`src/rtl/fb_sram_server.sv`:
```
//==============================================================================
// Module      : fb_sram_server
// Description : Responder side of the framebuffer read interface. Pixel read
//               requests from the VGA scan-out port are queued in a small FIFO
//               and served in order against an asynchronous 16-bit SRAM. Each
//               returned word is presented on framebufferData with a one-cycle
//               dataReady pulse. A lower-priority single-word write port for the
//               renderer is served only while the read FIFO is empty.
// Revision    : 1.0 - initial release
//------------------------------------------------------------------------------
// Ports
//   BOARD_CLK          in   1   sole clock
//   RESET_N            in   1   asynchronous, active-low reset
//   queueRead          in   1   read request strobe, one request per cycle
//   framebufferAddress in   AW  word address sampled with queueRead
//   reqFull            out  1   request FIFO holds REQ_DEPTH entries
//   reqOverflow        out  1   sticky: a request arrived while full
//   dataReady          out  1   one-cycle pulse, framebufferData valid
//   framebufferData    out  DW  returned pixel word, held until next pulse
//   wrReq              in   1   write request, held high until wrAck
//   wrAddr             in   AW  write word address
//   wrData             in   DW  write word
//   wrAck              out  1   one-cycle pulse when the write completes
//   SRAM_ADDR          out  AW  SRAM address (registered)
//   SRAM_DQ_IN         in   DW  SRAM data bus, read side
//   SRAM_DQ_OUT        out  DW  SRAM data bus, drive value
//   SRAM_DQ_OE         out  1   drive SRAM_DQ_OUT onto the bus
//   SRAM_CE_N/OE_N/WE_N out 1   SRAM strobes (registered, active-low)
//   SRAM_UB_N/LB_N     out  1   byte enables, follow SRAM_CE_N
//==============================================================================
`default_nettype none

module fb_sram_server #(
    parameter int REQ_DEPTH = 4,
    parameter int READ_WAIT = 1,
    parameter int AW        = 20,
    parameter int DW        = 16
) (
    input  logic          BOARD_CLK,
    input  logic          RESET_N,
    input  logic          queueRead,
    input  logic [AW-1:0] framebufferAddress,
    output logic          reqFull,
    output logic          reqOverflow,
    output logic          dataReady,
    output logic [DW-1:0] framebufferData,
    input  logic          wrReq,
    input  logic [AW-1:0] wrAddr,
    input  logic [DW-1:0] wrData,
    output logic          wrAck,
    output logic [AW-1:0] SRAM_ADDR,
    input  logic [DW-1:0] SRAM_DQ_IN,
    output logic [DW-1:0] SRAM_DQ_OUT,
    output logic          SRAM_DQ_OE,
    output logic          SRAM_CE_N,
    output logic          SRAM_OE_N,
    output logic          SRAM_WE_N,
    output logic          SRAM_UB_N,
    output logic          SRAM_LB_N
);

    localparam int PW = (REQ_DEPTH > 1) ? $clog2(REQ_DEPTH) : 1;
    localparam int CW = (READ_WAIT > 0) ? $clog2(READ_WAIT + 1) : 1;
    localparam logic [PW:0]   DEPTH_C = (PW+1)'(REQ_DEPTH);
    localparam logic [CW-1:0] WAIT_C  = CW'(READ_WAIT);

    typedef enum logic [1:0] {
        IDLE    = 2'd0,
        READ    = 2'd1,
        WRITE   = 2'd2,
        WR_HOLD = 2'd3
    } state_t;

    // ------------------------------------------------------------------
    // Request FIFO
    // ------------------------------------------------------------------
    logic [AW-1:0] fifo_mem [REQ_DEPTH];
    logic [PW-1:0] wr_ptr;
    logic [PW-1:0] rd_ptr;
    logic [PW:0]   count;
    logic          push;
    logic          pop;
    logic          fifo_empty;
    logic [AW-1:0] head;
    logic [AW-1:0] next_head;
    logic          more_after_pop;

    assign fifo_empty = (count == '0);
    assign reqFull    = (count == DEPTH_C);
    // Room is judged on the pre-edge count; a pop on the same edge does not help.
    assign push       = queueRead && !reqFull;
    assign head       = fifo_mem[rd_ptr];

    // After popping the head, the next request is either already stored or is
    // the one being pushed on this very edge (bypass it straight to the SRAM).
    assign more_after_pop = (count > (PW+1)'(1)) || push;
    assign next_head      = (count > (PW+1)'(1)) ? fifo_mem[rd_ptr + PW'(1)]
                                                 : framebufferAddress;

    always_ff @(posedge BOARD_CLK) begin
        if (push) begin
            fifo_mem[wr_ptr] <= framebufferAddress;
        end
    end

    always_ff @(posedge BOARD_CLK or negedge RESET_N) begin
        if (!RESET_N) begin
            wr_ptr <= '0;
            rd_ptr <= '0;
            count  <= '0;
        end else begin
            if (push) begin
                wr_ptr <= wr_ptr + PW'(1);
            end
            if (pop) begin
                rd_ptr <= rd_ptr + PW'(1);
            end
            case ({push, pop})
                2'b10:   count <= count + (PW+1)'(1);
                2'b01:   count <= count - (PW+1)'(1);
                default: count <= count;
            endcase
        end
    end

    always_ff @(posedge BOARD_CLK or negedge RESET_N) begin
        if (!RESET_N) begin
            reqOverflow <= 1'b0;
        end else if (queueRead && reqFull) begin
            reqOverflow <= 1'b1;
        end
    end

    // ------------------------------------------------------------------
    // SRAM sequencer
    // ------------------------------------------------------------------
    state_t        state;
    state_t        state_n;
    logic [CW-1:0] cnt;
    logic [CW-1:0] cnt_n;
    logic [AW-1:0] addr_n;
    logic [DW-1:0] dq_out_n;
    logic          dq_oe_n;
    logic          ce_n_n;
    logic          oe_n_n;
    logic          we_n_n;
    logic          ready_n;
    logic          ack_n;
    logic [DW-1:0] data_n;

    always_ff @(posedge BOARD_CLK or negedge RESET_N) begin
        if (!RESET_N) begin
            state           <= IDLE;
            cnt             <= '0;
            SRAM_ADDR       <= '0;
            SRAM_DQ_OUT     <= '0;
            SRAM_DQ_OE      <= 1'b0;
            SRAM_CE_N       <= 1'b1;
            SRAM_OE_N       <= 1'b1;
            SRAM_WE_N       <= 1'b1;
            dataReady       <= 1'b0;
            wrAck           <= 1'b0;
            framebufferData <= '0;
        end else begin
            state           <= state_n;
            cnt             <= cnt_n;
            SRAM_ADDR       <= addr_n;
            SRAM_DQ_OUT     <= dq_out_n;
            SRAM_DQ_OE      <= dq_oe_n;
            SRAM_CE_N       <= ce_n_n;
            SRAM_OE_N       <= oe_n_n;
            SRAM_WE_N       <= we_n_n;
            dataReady       <= ready_n;
            wrAck           <= ack_n;
            framebufferData <= data_n;
        end
    end

    always_comb begin
        state_n  = state;
        cnt_n    = cnt;
        addr_n   = SRAM_ADDR;
        dq_out_n = SRAM_DQ_OUT;
        dq_oe_n  = SRAM_DQ_OE;
        ce_n_n   = SRAM_CE_N;
        oe_n_n   = SRAM_OE_N;
        we_n_n   = SRAM_WE_N;
        ready_n  = 1'b0;
        ack_n    = 1'b0;
        data_n   = framebufferData;
        pop      = 1'b0;

        case (state)
            IDLE: begin
                if (!fifo_empty) begin
                    state_n = READ;
                    addr_n  = head;
                    ce_n_n  = 1'b0;
                    oe_n_n  = 1'b0;
                    cnt_n   = WAIT_C;
                end else if (wrReq && !wrAck) begin
                    // wrAck high means the requester has not yet seen the
                    // completion, so its still-high wrReq is the old request.
                    state_n  = WRITE;
                    addr_n   = wrAddr;
                    dq_out_n = wrData;
                    dq_oe_n  = 1'b1;
                    ce_n_n   = 1'b0;
                    we_n_n   = 1'b0;
                end
            end
            READ: begin
                if (cnt != '0) begin
                    cnt_n = cnt - CW'(1);
                end else begin
                    pop     = 1'b1;
                    data_n  = SRAM_DQ_IN;
                    ready_n = 1'b1;
                    if (more_after_pop) begin
                        addr_n = next_head;
                        cnt_n  = WAIT_C;
                    end else begin
                        state_n = IDLE;
                        ce_n_n  = 1'b1;
                        oe_n_n  = 1'b1;
                    end
                end
            end
            WRITE: begin
                // Release WE_N first; address and data stay put for hold time.
                state_n = WR_HOLD;
                we_n_n  = 1'b1;
            end
            WR_HOLD: begin
                state_n = IDLE;
                ack_n   = 1'b1;
                dq_oe_n = 1'b0;
                ce_n_n  = 1'b1;
            end
            default: begin
                state_n = IDLE;
            end
        endcase
    end

    assign SRAM_UB_N = SRAM_CE_N;
    assign SRAM_LB_N = SRAM_CE_N;

endmodule

`default_nettype wire
```
`config.mk`:
```
export PLATFORM = sky130hd
export DESIGN_NAME = fb_sram_server
export DESIGN_NICKNAME = d
export VERILOG_FILES = /design/src/rtl/fb_sram_server.sv
export SDC_FILE = /design/constraint.sdc
export NUM_CORES = 1
export LEC_CHECK = 0
export ABC_AREA = 0
export CAP_MARGIN = 20
export CORE_MARGIN = 8
export CORE_UTILIZATION = 40
export CTS_CLUSTER_DIAMETER = 80
export DETAILED_ROUTE_END_ITERATION = 8
export SLEW_MARGIN = 5
export SYNTH_ARGS = -nofsm -noshare
export SYNTH_HDL_FRONTEND = slang
export SYNTH_SLANG_ARGS = --single-unit
```
`constraint.sdc`:
```
create_clock -name BOARD_CLK -period 6.8 [get_ports BOARD_CLK]
set_clock_uncertainty 0.1 [all_clocks]
set_input_delay 0.68 -clock BOARD_CLK [delete_from_list [all_inputs] [get_ports BOARD_CLK]]
set_output_delay 0.68 -clock BOARD_CLK [all_outputs]
set_load 0.01 [all_outputs]
```
## Word level (Yosys, flattened, before mapping)

Memories as Yosys holds them, arrays and structs flattened.
Cells that the tools add are included.

| storage, ports and cells | value |
|---|---|
| bits in registers | 69 |
| memory bits (writable) | 80 |
| bits of input ports | 76 |
| output and inout port bits | 62 |
| word-level logic and storage cells | 91 |
| memories kept | 1 |

Memory list:

| name | words | bits a word | read ports | clocked after memory_dff | write ports | line | text |
|---|---|---|---|---|---|---|---|
| fifo_mem | 4 | 20 | 2 | 0 | 1 | 77 | `logic [AW-1:0] fifo_mem [REQ_DEPTH];` |

| cells by class | value |
|---|---|
| add/sub/neg operators | 5 |
| $lt $le $gt $ge | 1 |
| eq/ne operators | 13 |
| muxes and demuxes | 33 |
| bitwise gates (word level) | 1 |
| reductions and logical operators | 22 |

Operator list:

| kind | number |
|---|---|
| 20-bit 2-to-1 mux | 5 |
| 20-bit one-hot mux with 2 select lines | 1 |
| 1-bit 2-to-1 mux | 16 |
| 2-bit inequality test (second input constant) | 6 |
| 3-bit AND reduction | 4 |
| 4-bit AND reduction | 3 |
| 2-bit 2-to-1 mux | 4 |
| 1-bit one-hot mux with 2 select lines | 4 |
| 2-bit one-hot mux with 4 select lines | 1 |
| 2-bit nonzero test | 4 |
| 2-bit equality test (second input constant) | 3 |
| 3-bit one-hot mux with 2 select lines | 1 |
| 2-bit by 1-bit adder with 2-bit output (second input constant) | 2 |
| 2-bit by 1-bit equality test with 1-bit output (second input constant) | 2 |
| 2-bit AND reduction | 2 |
| 3-bit by 1-bit adder with 3-bit output (second input constant) | 1 |
| 3-bit equality test (second input constant) | 1 |
| 3-bit by 1-bit > comparator with 1-bit output (second input constant) | 1 |
| 1-bit logical AND | 3 |
| 3-bit logical NOT | 1 |
| 3-bit inequality test (second input constant) | 1 |
| 1-bit one-hot mux with 3 select lines | 1 |
| 3-bit nonzero test | 1 |
| 3-bit by 1-bit subtractor with 3-bit output (second input constant) | 1 |
| other kinds (5) | 6 |

## Depth between registers and ports, before layout

| logic depth | value |
|---|---|
| word-level depth | 7 |
| mapped depth | 10 |
| gate-level depth less buffers | 9 |

## Worst setup path after synthesis

Ideal clock, no wire load.

| timing path | value |
|---|---|
| path kind | register to register |
| start | register count[0] |
| end | memory fifo_mem[0][0], enable pin |
| library setup time | 0.378 ns |
| data arrival time | 1.772 ns |
| data required time | 6.322 ns |
| setup slack | 4.550 ns |
| stages on the path, launching flop included | 7 |
| buffers on the path | 1 |
| clock period less this slack | 2.250 ns |
| cell sequence | dfrtp_1 -> inv_1 -> ha_1 -> and2_1 -> nor2b_1 -> clkbuf_1 -> and2_1 |

| between the ends | value |
|---|---|
| word-level cells in the longest chain between the ends | 5 |

RTL lines:

| element | line | text |
|---|---|---|
| start: declaration | 80 | `logic [PW:0] count;` |
| start signal: assignment | 119 | `2'b10: count <= count + (PW+1)'(1);` |
| start signal: assignment | 120 | `2'b01: count <= count - (PW+1)'(1);` |
| start signal: assignment | 121 | `default: count <= count;` |
| 3-bit equality test | 89 | `assign reqFull = (count == DEPTH_C);` |
| named net reqFull | 43 | `output logic reqFull,` |
| 1-bit logical NOT | 91 | `assign push = queueRead && !reqFull;` |
| 1-bit logical AND | 91 |  |
| 1-bit 2-to-1 mux | 101 | `if (push) begin` |
| 1-bit 2-to-1 mux (not written as such) | 102 | `fifo_mem[wr_ptr] <= framebufferAddress;` |
| end: declaration | 77 |  |

The timed path passes the listed nets, and every way through them passes these cells.

## Final worst setup path

| timing path | value |
|---|---|
| start | register count[2] |
| end | output port reqFull |

| between the ends | value |
|---|---|
| word-level cells in the longest chain between the ends | 1 |

RTL lines:

| element | line |
|---|---|
| 3-bit equality test | 89 |
| end: declaration | 43 |

No other way between the ends.

==> impl_metrics.toml <==
[placement]
placed_cells = 779
dp_hpwl_mm = 11.3
postPlaceCellArea_mm2 = 0.00843
place.gp.congestion = 0.717
io_buffers = 137
pre_cts_slack_ns = 3.43

[pwr]
power.internal_mw = 2.89
power_switching_mw = 1.48
power_frac_comb = 0.442
swShare = 0.339
seq_power_share = 0.348
clkPwrFrac = 0.211
peakVddDrop_v = 0.000227
p_leak_nw = 3.42
power_density_mw_per_mm2 = 482

[floorplan]
fp.dieH_um = 147
die_area_mm2 = 0.0217
core_mm2 = 0.0171
die_w_um = 147
num_io_pins = 138
initial_core_util = 0.404
core.rowCount = 48

[timing]
worst_slack_ns = 3.76
finalSetupTns_ns = 0
period_needed_ns = 3.04
hold_viol_final = 0
slew_headroom = 0.297
drv_slew = 0
grt_setup_unrepaired = "false"
worstMarginPinSlew_ns = 1.05
period_share = 0.448
setup_viol = 0
timing.fmax_mhz = 329

[synth]
ys.flop_type = "edfxtp_1"
yosysSeqAreaShare = 0.600
synth_compound_area_frac = 0.0728
syn_avg_cell_area_um2 = 15.5
synth_top_family_by_area = "multiplexers"
netlist_top_cells_area = "edfxtp_1, dfrtp_1, mux4_2"
synthCells = 446
muxShareOfSynthArea = 0.221
async_flop_share = 0.463
syn-cell-area_mm2 = 0.00689
ys_ff_latch = 149
synth_most_common_cell = "edfxtp_1"
yosys_warnings = 0
syn-num-nets = 531
synth_top_cell_area_share = 0.349
synth_fa_ha_area_frac = 0.0163
synth.distinct_cells = 36
synth_edf_count = 80
yosys.area_share.simple = 0.0454
ys_top_cells_by_count = "edfxtp_1, dfrtp_1, mux2_2, mux4_2, nand2_1"
synth_top_area_cell = "edfxtp_1"
synth_xor_area_frac = 0.00762

[clocking]
cts_sinks = 149
worstSkewPairLatency_ns = 0.42
cts_resized = 0
cts-root-buf = "clkbuf_16"
clkTransAtPathRegs_ns = 0.06
post_cts_buffers = 0
cts_buffer_depth = 2
cts-hold-fix-buffers = 0
cts_tree = "done"
htreeDepth = 4
cts_buffers = 17

[final_layout]
fill_cells = 1455
layout-drive-gt1-share = 0.234
area_growth_pct = 31.4
design_area_mm2 = 0.00906
n_antenna_cell = 0
multi_input_area_mm2 = 0.00252
fin_cells = 814
regArea_mm2 = 0.00414
layout.nets = 661

[worst_setup_path]
path_cells = "and2_1 > clkdlybuf4s50_1"
cp_top_family = "flip-flops"
critPathArrivalTime_ns = 2.26
cp_num_buf_inv = 1
slowest_delay_ns = 0.97
crit_path_end_kind = "primary output"
cp-start-kind = "register"
cpMaxStageDelayCell = "dfrtp_1"
cp_data_required_time_ns = 6.02
path_class = "reg -> out"
cp_max_fo = 25

[routing]
routed_wl_mm = 17.2
dr.pass1.iters = 4
wl_per_cell_um = 21.1
routed_via_density = 5.48
vias = 4460
antenna_left = 0
drc = 0
drt_iter0_drc = 295

[global_routing]
grtUsageTotal = 0.162
grt_pass1_wl_mm = 26.8
antenna_found_initial = 0
grt_remaining_overflow = 0
grt_start_max_net_pins = 70
grt_pass1_vias = 4754

[run_status]
status = "finished clean"

[worst_hold_path]
min_path_type = "in -> async"

[job]
maxCapViolations = 0
-- sequential cells by signal, indices dropped and copies added (netlist names), 2 cells and up --
signal	count
wr_ptr	2
count	3
rd_ptr	2
framebufferData	16
SRAM_ADDR	20
fifo_mem	80
state	2
SRAM_DQ_OUT	16
-- power by group through the flow --
stage | sequential, mW | combinational (mW) | clock [mW]
final | 1.52 | 1.93 | 0.921
after global routing | 1.56 | 2.10 | 0.973
after global placement | 1.52 | 1.87 | 0
after detailed placement | 1.54 | 1.94 | 0
after floorplan | 1.48 | 1.26 | 0
after CTS | 1.52 | 1.94 | 0.939
-- kinds of logic after synthesis --
kind of cell,Yosys count
xor+xnor,6
simple gates,64
mux,93
compound gates,80
flops,149
buf+inv,45
fa+ha+maj,9
-- per-stage QoR --
stage | hold slack, ns | util | total power, mW
2_1_floorplan | 0.284 | - | 2.74
3_3_place_gp | 0.355 | 0.491 | 3.39
3_5_place_dp | 0.355 | 0.494 | 3.48
4_1_cts | 0.325 | 0.528 | 4.41
5_1_grt | 0.358 | 0.531 | 4.63
6_report | 0.304 | 0.531 | 4.37
-- layer usage --
metal	share of wire	global-route usage
met5	0	0
met4	0.0097	0.0510
met3	0.047	0.0424
met2	0.52	0.277
met1	0.42	0.195
-- worst register-to-register path, cell delays in order, from the launching register on --
cell and delay (ns):
dfrtp_1 0.74, nand2b_1 0.59, o31a_1 0.41, o21ai_2 0.22, buf_4 0.36, mux2_2 0.37
-- cell usage in the layout, fill, tap and decap left out, types with 7 or more instances in the layout --
| master | instances |
|---|---|
| mux2_2 | 52 |
| clkdlybuf4s50_1 | 136 |
| mux4_2 | 33 |
| ha_1 | 9 |
| dfrtp_1 | 64 |
| nand2_1 | 26 |
| clkbuf_16 | 19 |
| inv_1 | 10 |
| mux4_1 | 7 |
| a21oi_1 | 22 |
| nand3_1 | 21 |
| a32oi_1 | 20 |
| o21ai_0 | 24 |
| edfxtp_1 | 80 |
-- final timing paths --
check	from	endpoint	slack (ns)	cells after the start
setup / recovery	count[2]	reqFull	3.76	2
hold / removal	RESET_N	SRAM_DQ_OUT[7]	0.30	1
setup reg to reg	count[2]	SRAM_ADDR[5]	3.90	5
hold reg to reg	reqOverflow	reqOverflow	0.36	1
max in group asynchronous	RESET_N	rd_ptr[0]	5.65	1
min in group BOARD_CLK	reqOverflow	reqOverflow	0.36	1
-- final cells by class --
type	instances	area share
Sequential cell	149	0.456
Multi-Input combinational cell	252	0.278
Timing Repair Buffer	146	0.165
Clock buffer	21	0.0544
Tap cell	225	0.0311
Clock inverter	11	0.0102
Inverter	10	0.00414
(Power assumes the default switching activity.)
